## config.mk

```make
export PLATFORM = sky130hd
export DESIGN_NAME = msx_audio_decim
export DESIGN_NICKNAME = d
export VERILOG_FILES = /design/src/rtl/msx_audio_pkg.sv /design/src/rtl/msx_dc_block.sv /design/src/rtl/msx_audio_decim.sv
export SDC_FILE = /design/constraint.sdc
export NUM_CORES = 1
export LEC_CHECK = 0
export BUFFER_PORTS_ARGS = -buffer_cell sky130_fd_sc_hd__buf_4
export CAP_MARGIN = 40
export CORE_MARGIN = 4
export CORE_UTILIZATION = 63
export DETAILED_ROUTE_END_ITERATION = 12
export PLACE_DENSITY = 0.94
export SLEW_MARGIN = 10
export SYNTH_ARGS = -nofsm -noshare
export SYNTH_HDL_FRONTEND = slang
export SYNTH_SLANG_ARGS = --single-unit
```

## constraint.sdc

```tcl
create_clock -name clk21m -period 5 [get_ports clk21m]
set_clock_uncertainty 0.2 [all_clocks]
set_input_delay 1.25 -clock clk21m [delete_from_list [all_inputs] [get_ports clk21m]]
set_output_delay 1.25 -clock clk21m [all_outputs]
set_load 0.05 [all_outputs]
```

## src/rtl/msx_audio_pkg.sv

```systemverilog
// Shared types and saturation helper for the MSX audio decimation path.
package msx_audio_pkg;

  typedef logic signed [15:0] sample_t;

  typedef enum logic {
    OB_EMPTY,
    OB_FULL
  } obuf_state_e;

  localparam sample_t SAMPLE_MAX = 16'sh7FFF;
  localparam sample_t SAMPLE_MIN = 16'sh8000;

  function automatic sample_t sat16(input logic signed [17:0] v);
    if (v > 18'sd32767)       return SAMPLE_MAX;
    else if (v < -18'sd32768) return SAMPLE_MIN;
    else                      return v[15:0];
  endfunction

endpackage

```

## src/rtl/msx_dc_block.sv

```systemverilog
// First-order DC blocker: y = x - x1 + y1 - (y1 >>> DC_SHIFT), saturated to 16 bits.
module msx_dc_block
  import msx_audio_pkg::*;
#(
  parameter int DC_SHIFT = 10
) (
  input  logic        clk21m,
  input  logic        reset_n,
  input  logic [15:0] x_in,
  input  logic        x_valid,
  output logic [15:0] y_out,
  output logic        y_valid
);

  sample_t x_prev, y_prev;
  logic signed [17:0] xe, xpe, ye, y_calc;

  // Feedback uses the saturated output, so 18 bits cover the worst-case sum.
  always_comb begin
    xe     = {{2{x_in[15]}}, x_in};
    xpe    = {{2{x_prev[15]}}, x_prev};
    ye     = {{2{y_prev[15]}}, y_prev};
    y_calc = xe - xpe + ye - (ye >>> DC_SHIFT);
  end

  always_ff @(posedge clk21m) begin
    if (!reset_n) begin
      x_prev  <= '0;
      y_prev  <= '0;
      y_valid <= 1'b0;
    end else begin
      y_valid <= x_valid;
      if (x_valid) begin
        x_prev <= x_in;
        y_prev <= sat16(y_calc);
      end
    end
  end

  assign y_out = y_prev;

endmodule

```

## src/rtl/msx_audio_decim.sv

```systemverilog
// Boxcar decimator for the MSX audio mix with a single-entry valid/ready output.
// Optional DC blocker is enabled by defining MSX_AUDIO_DCBLOCK_EN.
module msx_audio_decim
  import msx_audio_pkg::*;
#(
  parameter int DECIM_LOG2 = 6,
  parameter int DC_SHIFT   = 10
) (
  input  logic        clk21m,
  input  logic        reset_n,
  input  logic        ce_3m58_p,
  input  logic [15:0] audio_in,
  output logic [15:0] out_data,
  output logic        out_valid,
  input  logic        out_ready,
  output logic        overrun,
  input  logic        clr_overrun
);

  localparam int ACC_W = 16 + DECIM_LOG2;

  logic [DECIM_LOG2-1:0] cnt;
  logic [ACC_W-1:0]      acc, sum;
  sample_t               avg_q;
  logic [1:0]            vld_pipe;
  logic                  new_vld;
  logic [15:0]           new_data;

  obuf_state_e state_q, state_d;
  logic        load, ovr_evt;

  assign sum         = acc + {{DECIM_LOG2{audio_in[15]}}, audio_in};
  assign vld_pipe[0] = ce_3m58_p && (cnt == '1);

  // The closing sample is folded into the average and the window restarts on the same edge.
  always_ff @(posedge clk21m) begin
    if (!reset_n) begin
      cnt         <= '0;
      acc         <= '0;
      avg_q       <= '0;
      vld_pipe[1] <= 1'b0;
    end else begin
      vld_pipe[1] <= vld_pipe[0];
      if (ce_3m58_p) begin
        cnt <= cnt + 1'b1;
        if (vld_pipe[0]) begin
          acc   <= '0;
          avg_q <= sum[DECIM_LOG2 +: 16];
        end else begin
          acc <= sum;
        end
      end
    end
  end

`ifdef MSX_AUDIO_DCBLOCK_EN
  msx_dc_block #(.DC_SHIFT(DC_SHIFT)) u_dc (
    .clk21m  (clk21m),
    .reset_n (reset_n),
    .x_in    (avg_q),
    .x_valid (vld_pipe[1]),
    .y_out   (new_data),
    .y_valid (new_vld)
  );
`else
  logic unused_dc_shift;
  assign unused_dc_shift = DC_SHIFT[0];
  assign new_data        = avg_q;
  assign new_vld         = vld_pipe[1];
`endif

  always_comb begin
    state_d = state_q;
    load    = 1'b0;
    ovr_evt = 1'b0;
    case (state_q)
      OB_EMPTY: begin
        if (new_vld) begin
          state_d = OB_FULL;
          load    = 1'b1;
        end
      end
      OB_FULL: begin
        if (new_vld) begin
          load    = 1'b1;
          ovr_evt = !out_ready;
        end else if (out_ready) begin
          state_d = OB_EMPTY;
        end
      end
      default: state_d = OB_EMPTY;
    endcase
  end

  always_ff @(posedge clk21m) begin
    if (!reset_n) begin
      state_q  <= OB_EMPTY;
      out_data <= '0;
      overrun  <= 1'b0;
    end else begin
      state_q <= state_d;
      if (load) out_data <= new_data;
      if (ovr_evt)          overrun <= 1'b1;
      else if (clr_overrun) overrun <= 1'b0;
    end
  end

  assign out_valid = (state_q == OB_FULL);

endmodule
```

# Word-level counts from Yosys, hierarchy flattened
# Index checks and enable logic that the tools add are counted.
# word_totals
out_inout_bits	18
rom_bits	0
latch_bits	0
word_cells	24
memories	0
reg_bits	63
inputBits	21
mem_bits_rw	0
# op_classes
reduce_logical	4
n_mul	0
addsub	2
div_mod_pow	0
bitwise_logic	1
n_eq_ne	1
muxes	9
n_shift	0
magnitude_cmp	0
# ops
op	n
22-bit adder	1
22-bit two-way mux	1
1-bit two-way mux	7
6-bit by 1-bit adder with 6-bit output (second input constant)	1
6-bit equality test (second input constant)	1
1-bit one-hot mux with 2 select lines	1
2-bit AND reduction	1
2-bit nonzero test	1
1-bit logical AND	1
1-bit zero test	1
1-bit inverter	1

# Depth between registers and ports, before layout
# Gate-level depths: netlist (run 1).
# depth
ltp_word	4
mapped_depth	9
mapped_depth_nobuf	9

# Worst setup path before layout (run 1)
# OpenSTA, ideal clock, no wires.
# synth_path
path_kind	input-to-reg
start	input port audio_in[0]
end	register acc[20]
n_path_buf	0
slack_ns	1.559
arrival_time_ns	3.124
setup_ns	0.117
required_time_ns	4.683
path_stages	9
cell_sequence	ha_1 -> fa_1 -> a21oi_1 -> o211ai_1 -> a21oi_1 -> o21ai_1 -> a31o_2 -> xor2_1 -> a22o_1
# synth_between
elab_chain_len	2
# synth_rtl
item	line	rtl
start, declared	msx_audio_decim.sv:12	input logic [15:0] audio_in,
22-bit adder	msx_audio_decim.sv:32	assign sum = acc + {{DECIM_LOG2{audio_in[15]}}, audio_in};
22-bit two-way mux	msx_audio_decim.sv:46	if (vld_pipe[0]) begin
end signal, assigned	msx_audio_decim.sv:50	acc <= sum;
end, declared	msx_audio_decim.sv:23	logic [ACC_W-1:0] acc, sum;
# No other way between the ends.
# A chain may end at the register's enable or synchronous reset.

# Worst setup path in the final report (run 1)
# Same ends and word-level chain as after synthesis.

==> out/results.tsv, run 1 <==
stage	metric	value	unit
pwr	Power Dens Cells	341	mW/mm^2
cells_and_area	Post-Layout Cell Count	504	
grt	initial antenna violation count	0	
cells_and_area	Area Overhead vs Synth	14.6	%
critical_path	Max FO, Critical Path	5	
grt	vias in the first global route	2992	
pwr	Sw Share	32.4	%
cells_and_area	register area	0.00126	sq mm
route	first drt pass iteration count	6	
hold_path	hold depth	2	
critical_path	critical path capture point type	flip-flop	
floorplanning	core area	0.00551	sq mm
clock_tree	htree depth	3	
clock_tree	Gates resized, CTS repair	0	
synthesis	Synth Flop Type	dfxtp_1	
cells_and_area	fraction of layout cells with a size suffix above 1	17.6	%
critical_path	FF-to-FF setup slack	2140	ps
critical_path	type of the worst setup path	primary input to flip-flop	
clock_tree	Clk pin slew, worst setup/hold paths	70	ps
synthesis	synthesized area per cell	8.98	sq um
synthesis	largest cells by area after synthesis	dfxtp_1, ha_1, mux2i_1	
grt	total track usage	24.5	%
floorplanning	std cell rows	27	
clock_tree	CTS tree	yes	
pwr	clock group share of total power	33.3	%
route	drt via density	6.08	
route	met3 routed WL	474	um
synthesis	Syn Nets	442	
sta	fin. max-slew vios	0	
grt	gr ovfl total	0	
grt	pin count of the biggest net entering global routing	65	
synthesis	Async SR Flop Fraction	0	%
critical_path	R2R Path Start	acc[0]$_SDFFE_PN0P_	
job	Max Cap Violations	0	
sta	relative slew slack	56.4	%
floorplanning	Die X-Extent	83.3	um
synthesis	top-area cell type share of the netlist area	35.3	%
critical_path	Reg2Reg Depth	9	
sta	Fmax	282	MHz
sta	worst slew pin tran	653	ps
sta	PnR worst setup slack	1450	ps
sta	setup TNS	0	ps
route	drt drc	0	
clock_tree	CTS root buf	clkbuf_8	
route	uppermost layer routed	met4	
cells_and_area	Layout Nets	471	
pwr	sequential power share	39.4	%
route	Avg WL per Cell	16.5	um
critical_path	FF-to-FF End	acc[20]$_SDFFE_PN0P_	
placed_design	placed cells	487	
pwr	combinational share of power	27.4	%
placed_design	dpl hpwl	5.76	mm
placed_design	GPL Wtd Cong	0.903	
cells_and_area	number of fill cells	373	
clock_tree	cts hold-fix bufs	0	
floorplanning	Ports	39	
critical_path	worst endpoint required time	5050	ps
synthesis	Post-Syn Instances	398	
floorplanning	Die Ht	83.3	um
floorplanning	Initial Utilization	64.9	%
hold_path	HP Class	flip-flop to flip-flop	
placed_design	port bufs	38	
placed_design	setup slack at placement	1130	ps
route	met2 WL post-DR	3.87	mm
placed_design	area post-placement	0.00388	sq mm
synthesis	flops & latches, synth	63	
sta	crit share post-route	71.0	%
pwr	worst vdd ir	0.185	mV
sta	final hold violations	0	
synthesis	post-synthesis cell area	0.00357	sq mm
cells_and_area	ANT cells	0	
status	outcome	complete, no violations	
route	Detailed Route WL	8.29	mm
sta	setup violators final	0	
clock_tree	postcts setup bufs	0	
hold_path	Hold Crit Endpoint	avg_q[4]$_SDFFE_PN0P_	
synthesis	Synth area leader	dfxtp_1	
route	Starting DRT DRC Count	256	
cells_and_area	Multi-input gate area	0.00219	sq mm
cells_and_area	final instance area	0.00409	sq mm
route	Post-DRT Antenna Nets	0	
clock_tree	clk buf depth	2	
critical_path	Worst EP arrival	3600	ps
critical_path	CP startpoint kind	primary input	
pwr	LEAKAGE	1.63	nW
route	met1 wire length	3.72	mm
floorplanning	Die Area	0.00694	sq mm
sta	Tmin final	3550	ps
pwr	sw power	0.452	mW
synthesis	Cell variety after synth	59	
sta	RSZ-0062 raised after global routing	no	
hold_path	min-delay src	avg_q[4]$_SDFFE_PN0P_	
grt	first-pass GRT wire length	13.9	mm
synthesis	sequential share of the synthesized area	35.3	%
clock_tree	CTS Buf Count	9	
synthesis	number of synthesized flops with an enable pin	0	
synthesis	synthesis warning total	0	
clock_tree	clk_lat worst skew	350	ps
clock_tree	Clock Sinks	63	
route	vias	3064	
pwr	P_int	0.945	mW
[power groups by stage]
stage                     Sequential (mW)  Clock [mW]  Combinational (mW)
after detailed placement            0.559           0               0.370
after global placement              0.559           0               0.356
after CTS                           0.549       0.465               0.373
final                               0.550       0.465               0.382
after floorplan                     0.555           0               0.296
after global routing                0.553       0.488               0.418
[synth_stat cells (all sizes together), types with 10 or more instances]
library cell / count
o21ai: 14
a21oi: 25
nand3: 24
mux2i: 17
dfxtp: 63
xnor2: 10
ha: 22
clkbuf: 15
a21boi: 12
xor2: 12
nand2: 43
a22o: 11
o211ai: 10
nor2: 12
nor2b: 24
and2: 13
[cells by family (layout without fill, tap and decap cells)]
family	after synthesis	count (layout)	share of synthesized area, %
xor gates and xnor gates	22	22	5.39
DFF	63	63	35.3
adders and majority gates	23	23	8.27
and+or+nand+nor	140	140	21.2
AOI/OAI and AO/OA	106	106	21.8
buffers and inverters	27	61	3.33
muxes	17	17	4.76
[critical path, stage by stage]
cell and delay, ps:
buf_4 110, ha_1 230, fa_1 440, a21oi_1 260
o211ai_1 190, a21oi_1 260, o21ai_1 190, a31o_2 310
xor2_1 150, a22o_1 210
[sequential cells by signal (all words and copies together) (netlist names)]
| name | cells |
|---|---|
| out_valid | 1 |
| cnt | 6 |
| acc | 22 |
| overrun | 1 |
| new_vld | 1 |
| avg_q | 16 |
| out_data | 16 |
[worst max-delay path by stage]
stage	from	end	slack, ps	cells after the start
2_1_floorplan	audio_in[0]	acc[20]$_SDFFE_PN0P_	1560	9
3_3_place_gp	audio_in[0]	acc[20]$_SDFFE_PN0P_	1310	10
3_5_place_dp	audio_in[0]	acc[20]$_SDFFE_PN0P_	1130	10
4_1_cts	audio_in[0]	acc[20]$_SDFFE_PN0P_	1490	10
5_1_grt	audio_in[0]	acc[20]$_SDFFE_PN0P_	1340	10
6_report	audio_in[0]	acc[20]$_SDFFE_PN0P_	1450	10
[layout by cell type (no fill, tap or decap), types with 7 or more instances in the layout]
cell type,count
clkbuf_8,11
ha_1,22
nor2b_1,24
nand3_1,23
o211ai_1,9
nand2_1,41
xor2_1,12
nor2_1,12
a22o_1,11
a21boi_0,11
xnor2_1,10
and2_1,12
o21ai_0,11
o2bb2ai_1,7
dfxtp_1,63
mux2i_1,17
buf_4,40
a21oi_1,23
[routing by layer]
| metal | vias to the layer above | GRT usage [%] |
|---|---|---|
| met5 | - | 0 |
| met3 | 24 | 5.36 |
| met4 | 0 | 12.5 |
| li1 | 1500 | - |
| met2 | 103 | 39.1 |
| met1 | 1437 | 31.0 |
[layout make-up]
type	instances	area share, %
multi-input combinational	308	53.5
sequential	63	30.8
timing repair buffer	41	8.01
clock buffer	11	3.70
tap	72	2.20
clock inverter	5	1.38
inverter	4	0.367
[per-stage QoR]
stage / utilization (%) / power, mW / hold WS [ps]
3_3_place_gp: 69.9 / 0.915 / 244
2_1_floorplan: - / 0.851 / 234
5_1_grt: 74.3 / 1.46 / 299
4_1_cts: 74.2 / 1.39 / 276
6_report: 74.3 / 1.40 / 270
3_5_place_dp: 70.4 / 0.929 / 258
(Power assumes the default switching activity.)
==> inputs of run 2 (changes only) <==
--- a/config.mk
+++ b/config.mk
@@ -8,9 +8,9 @@
 export BUFFER_PORTS_ARGS = -buffer_cell sky130_fd_sc_hd__buf_4
 export CAP_MARGIN = 40
 export CORE_MARGIN = 4
-export CORE_UTILIZATION = 63
+export CORE_UTILIZATION = 59
 export DETAILED_ROUTE_END_ITERATION = 12
-export PLACE_DENSITY = 0.94
+export PLACE_DENSITY = 0.89
 export SLEW_MARGIN = 10
 export SYNTH_ARGS = -nofsm -noshare
 export SYNTH_HDL_FRONTEND = slang
==> constraint.sdc (replaced) <==
create_clock -name clk21m -period 3.6 [get_ports clk21m]
set_clock_uncertainty 0.2 [all_clocks]
set_input_delay 0.9 -clock clk21m [delete_from_list [all_inputs] [get_ports clk21m]]
set_output_delay 0.9 -clock clk21m [all_outputs]
set_load 0.05 [all_outputs]
==> out/results.tsv, run 2 (synthesized netlist as in run 1, its figures left out) <==
stage	metric	value	unit	change
critical_path	Worst EP arrival	3170	ps	-430 ps
clock_tree	CTS Buf Count	9		unchanged
clock_tree	Clk pin slew, worst setup/hold paths	70	ps	about the same
job	Max Cap Violations	0		unchanged
floorplanning	std cell rows	28		+3.7%
cells_and_area	Area Overhead vs Synth	13.8	%	
floorplanning	Die Area	0.00736	sq mm	+6.1%
grt	total track usage	23.2	%	-1.3 points
placed_design	GPL Wtd Cong	0.951		+5.3%
clock_tree	Clock Sinks	63		unchanged
floorplanning	Die X-Extent	85.8	um	+3.0%
critical_path	CP most frequent cell	a21oi_1		
cells_and_area	final instance area	0.00407	sq mm	-0.67%
cells_and_area	Largest regs	acc x22, avg_q x16, out_data x16		
critical_path	type of the worst setup path	primary input to flip-flop		
floorplanning	Die Ht	85.8	um	+3.0%
clock_tree	cts hold-fix bufs	0		unchanged
critical_path	Critical Path Slowest Stage Cell	fa_1		
critical_path	CP startpoint kind	primary input		
route	first drt pass iteration count	4		-2
cells_and_area	number of fill cells	438		+17%
critical_path	Max FO, Critical Path	5		unchanged
sta	worst slew pin tran	646	ps	-7.60 ps
clock_tree	clk buf depth	2		unchanged
cells_and_area	fraction of layout cells with a size suffix above 1	17.4	%	-0.23 points
cells_and_area	Layout Nets	471		unchanged
sta	fin. max-slew vios	0		unchanged
critical_path	delay-heaviest family, CP	compound AO/OA/AOI/OAI gates		
route	drt via density	5.94		-2.3%
placed_design	area post-placement	0.00388	sq mm	about the same
sta	final hold violations	0		unchanged
cells_and_area	most common cell after layout, fill and taps aside	dfxtp_1		
route	Post-DRT Antenna Nets	0		unchanged
grt	pin count of the biggest net entering global routing	65		unchanged
grt	vias in the first global route	2977		-0.50%
pwr	Power Dens Cells	466	mW/mm^2	+36%
floorplanning	Ports	39		unchanged
route	drt drc	0		unchanged
floorplanning	core area	0.00589	sq mm	+6.9%
clock_tree	htree depth	3		unchanged
cells_and_area	max FFs per register	22		unchanged
pwr	worst vdd ir	0.223	mV	+21%
route	Starting DRT DRC Count	205		-20%
cells_and_area	most flop-heavy register	acc		
placed_design	port bufs	38		unchanged
grt	first-pass GRT wire length	13.8	mm	-0.60%
clock_tree	CTS tree	yes		
sta	crit share post-route	87.1	%	
critical_path	critical path capture point type	flip-flop		
sta	RSZ-0062 raised after global routing	no		
sta	Fmax	319	MHz	
sta	setup TNS	0	ps	unchanged
placed_design	dpl hpwl	5.60	mm	-2.9%
sta	relative slew slack	56.9	%	+0.51 points
cells_and_area	ANT cells	0		unchanged
grt	gr ovfl total	0		unchanged
floorplanning	Initial Utilization	60.7	%	-4.2 points
sta	setup violators final	0		unchanged
status	outcome	complete, no violations		
grt	initial antenna violation count	0		unchanged
route	Detailed Route WL	7.99	mm	-3.6%
critical_path	CP cell instances	buf_4 -> ha_1 -> fa_1 -> a21oi_1 -> o211ai_1 -> a21oi_1 -> o21ai_1 -> a31o_2 -> xor2_1 -> a22o_1		
sta	Tmin final	3140	ps	
critical_path	slowest stage delay, CP	400	ps	-40 ps
pwr	LEAKAGE	1.62	nW	-0.83%
clock_tree	CTS root buf	clkbuf_8		
hold_path	HP Class	flip-flop to flip-flop		
cells_and_area	most frequent cells in the layout	dfxtp_1, nand2_1, buf_4		
clock_tree	postcts setup bufs	0		unchanged
route	vias	3012		-1.7%
route	Avg WL per Cell	15.8	um	-4.2%
clock_tree	Gates resized, CTS repair	0		unchanged
critical_path	worst endpoint required time	3640	ps	-1410 ps
clock_tree	clk_lat worst skew	340	ps	about the same
critical_path	worst path bufs/invs	1		unchanged
-- run 2: cell count changes in the layout (fill, tap and decap cells not counted), sizes merged --
cell / change
clkbuf: -1
clkinv: +1
-- run 2: path summary, 6_finish.rpt --
kind,slack (ps),end,depth (start not counted),startpoint
max,460,acc[20]$_SDFFE_PN0P_,10,audio_in[0]
min,260,avg_q[7]$_SDFFE_PN0P_,2,avg_q[7]$_SDFFE_PN0P_
max reg2reg,820,acc[20]$_SDFFE_PN0P_,9,acc[0]$_SDFFE_PN0P_
min reg2reg,260,avg_q[7]$_SDFFE_PN0P_,2,avg_q[7]$_SDFFE_PN0P_
-- run 2: tightest hold or removal path: cells and delay by family, from the launching register on --
kind / cells / cell delay [ps]
AO/OA/AOI/OAI: 1 / 60
AND/OR/NAND/NOR: 1 / 50
flip-flops: 1 / 310
-- run 2: where the power goes --
group | total [mW] | internal (mW) | switching (mW)
logic | 0.526 | 0.219 | 0.307
registers | 0.762 | 0.737 | 0.0255
clock network | 0.605 | 0.317 | 0.288
total | 1.89 | 1.27 | 0.621
-- run 2: through the flow --
| stage | hold slack, ps | setup slack (ps) | utilization, % | std cells | power (mW) |
|---|---|---|---|---|---|
| 6_report | 264 | 464 | 69.1 | 507 | 1.89 |
| 3_3_place_gp | 244 | 258 | 65.6 | 490 | 1.27 |
| 3_5_place_dp | 249 | 135 | 65.9 | 491 | 1.29 |
| 2_1_floorplan | 234 | 509 | - | 398 | 1.18 |
| 4_1_cts | 268 | 497 | 69.1 | 507 | 1.89 |
| 5_1_grt | 289 | 268 | 69.1 | 507 | 1.99 |
-- run 2: area by class of cell --
| class | count | area, sq um | share of cell area, % |
|---|---|---|---|
| Clock buffer | 10 | 128 | 3.14 |
| Tap cell | 75 | 93.8 | 2.31 |
| Timing Repair Buffer | 41 | 315 | 7.75 |
| Sequential cell | 63 | 1260 | 31.0 |
| Clock inverter | 6 | 61.3 | 1.51 |
| Multi-Input combinational cell | 308 | 2190 | 53.9 |
| Inverter | 4 | 15.0 | 0.369 |
-- run 2: per-layer routing --
metal | global-route usage (%) | vias to the layer above | part of all wire, %
met2 | 37.4 | 105 | 47
met4 | 8.92 | 0 | 2.5
li1 | - | 1499 | -
met3 | 5.96 | 21 | 6.9
met5 | 0 | - | 0
met1 | 29.7 | 1387 | 44
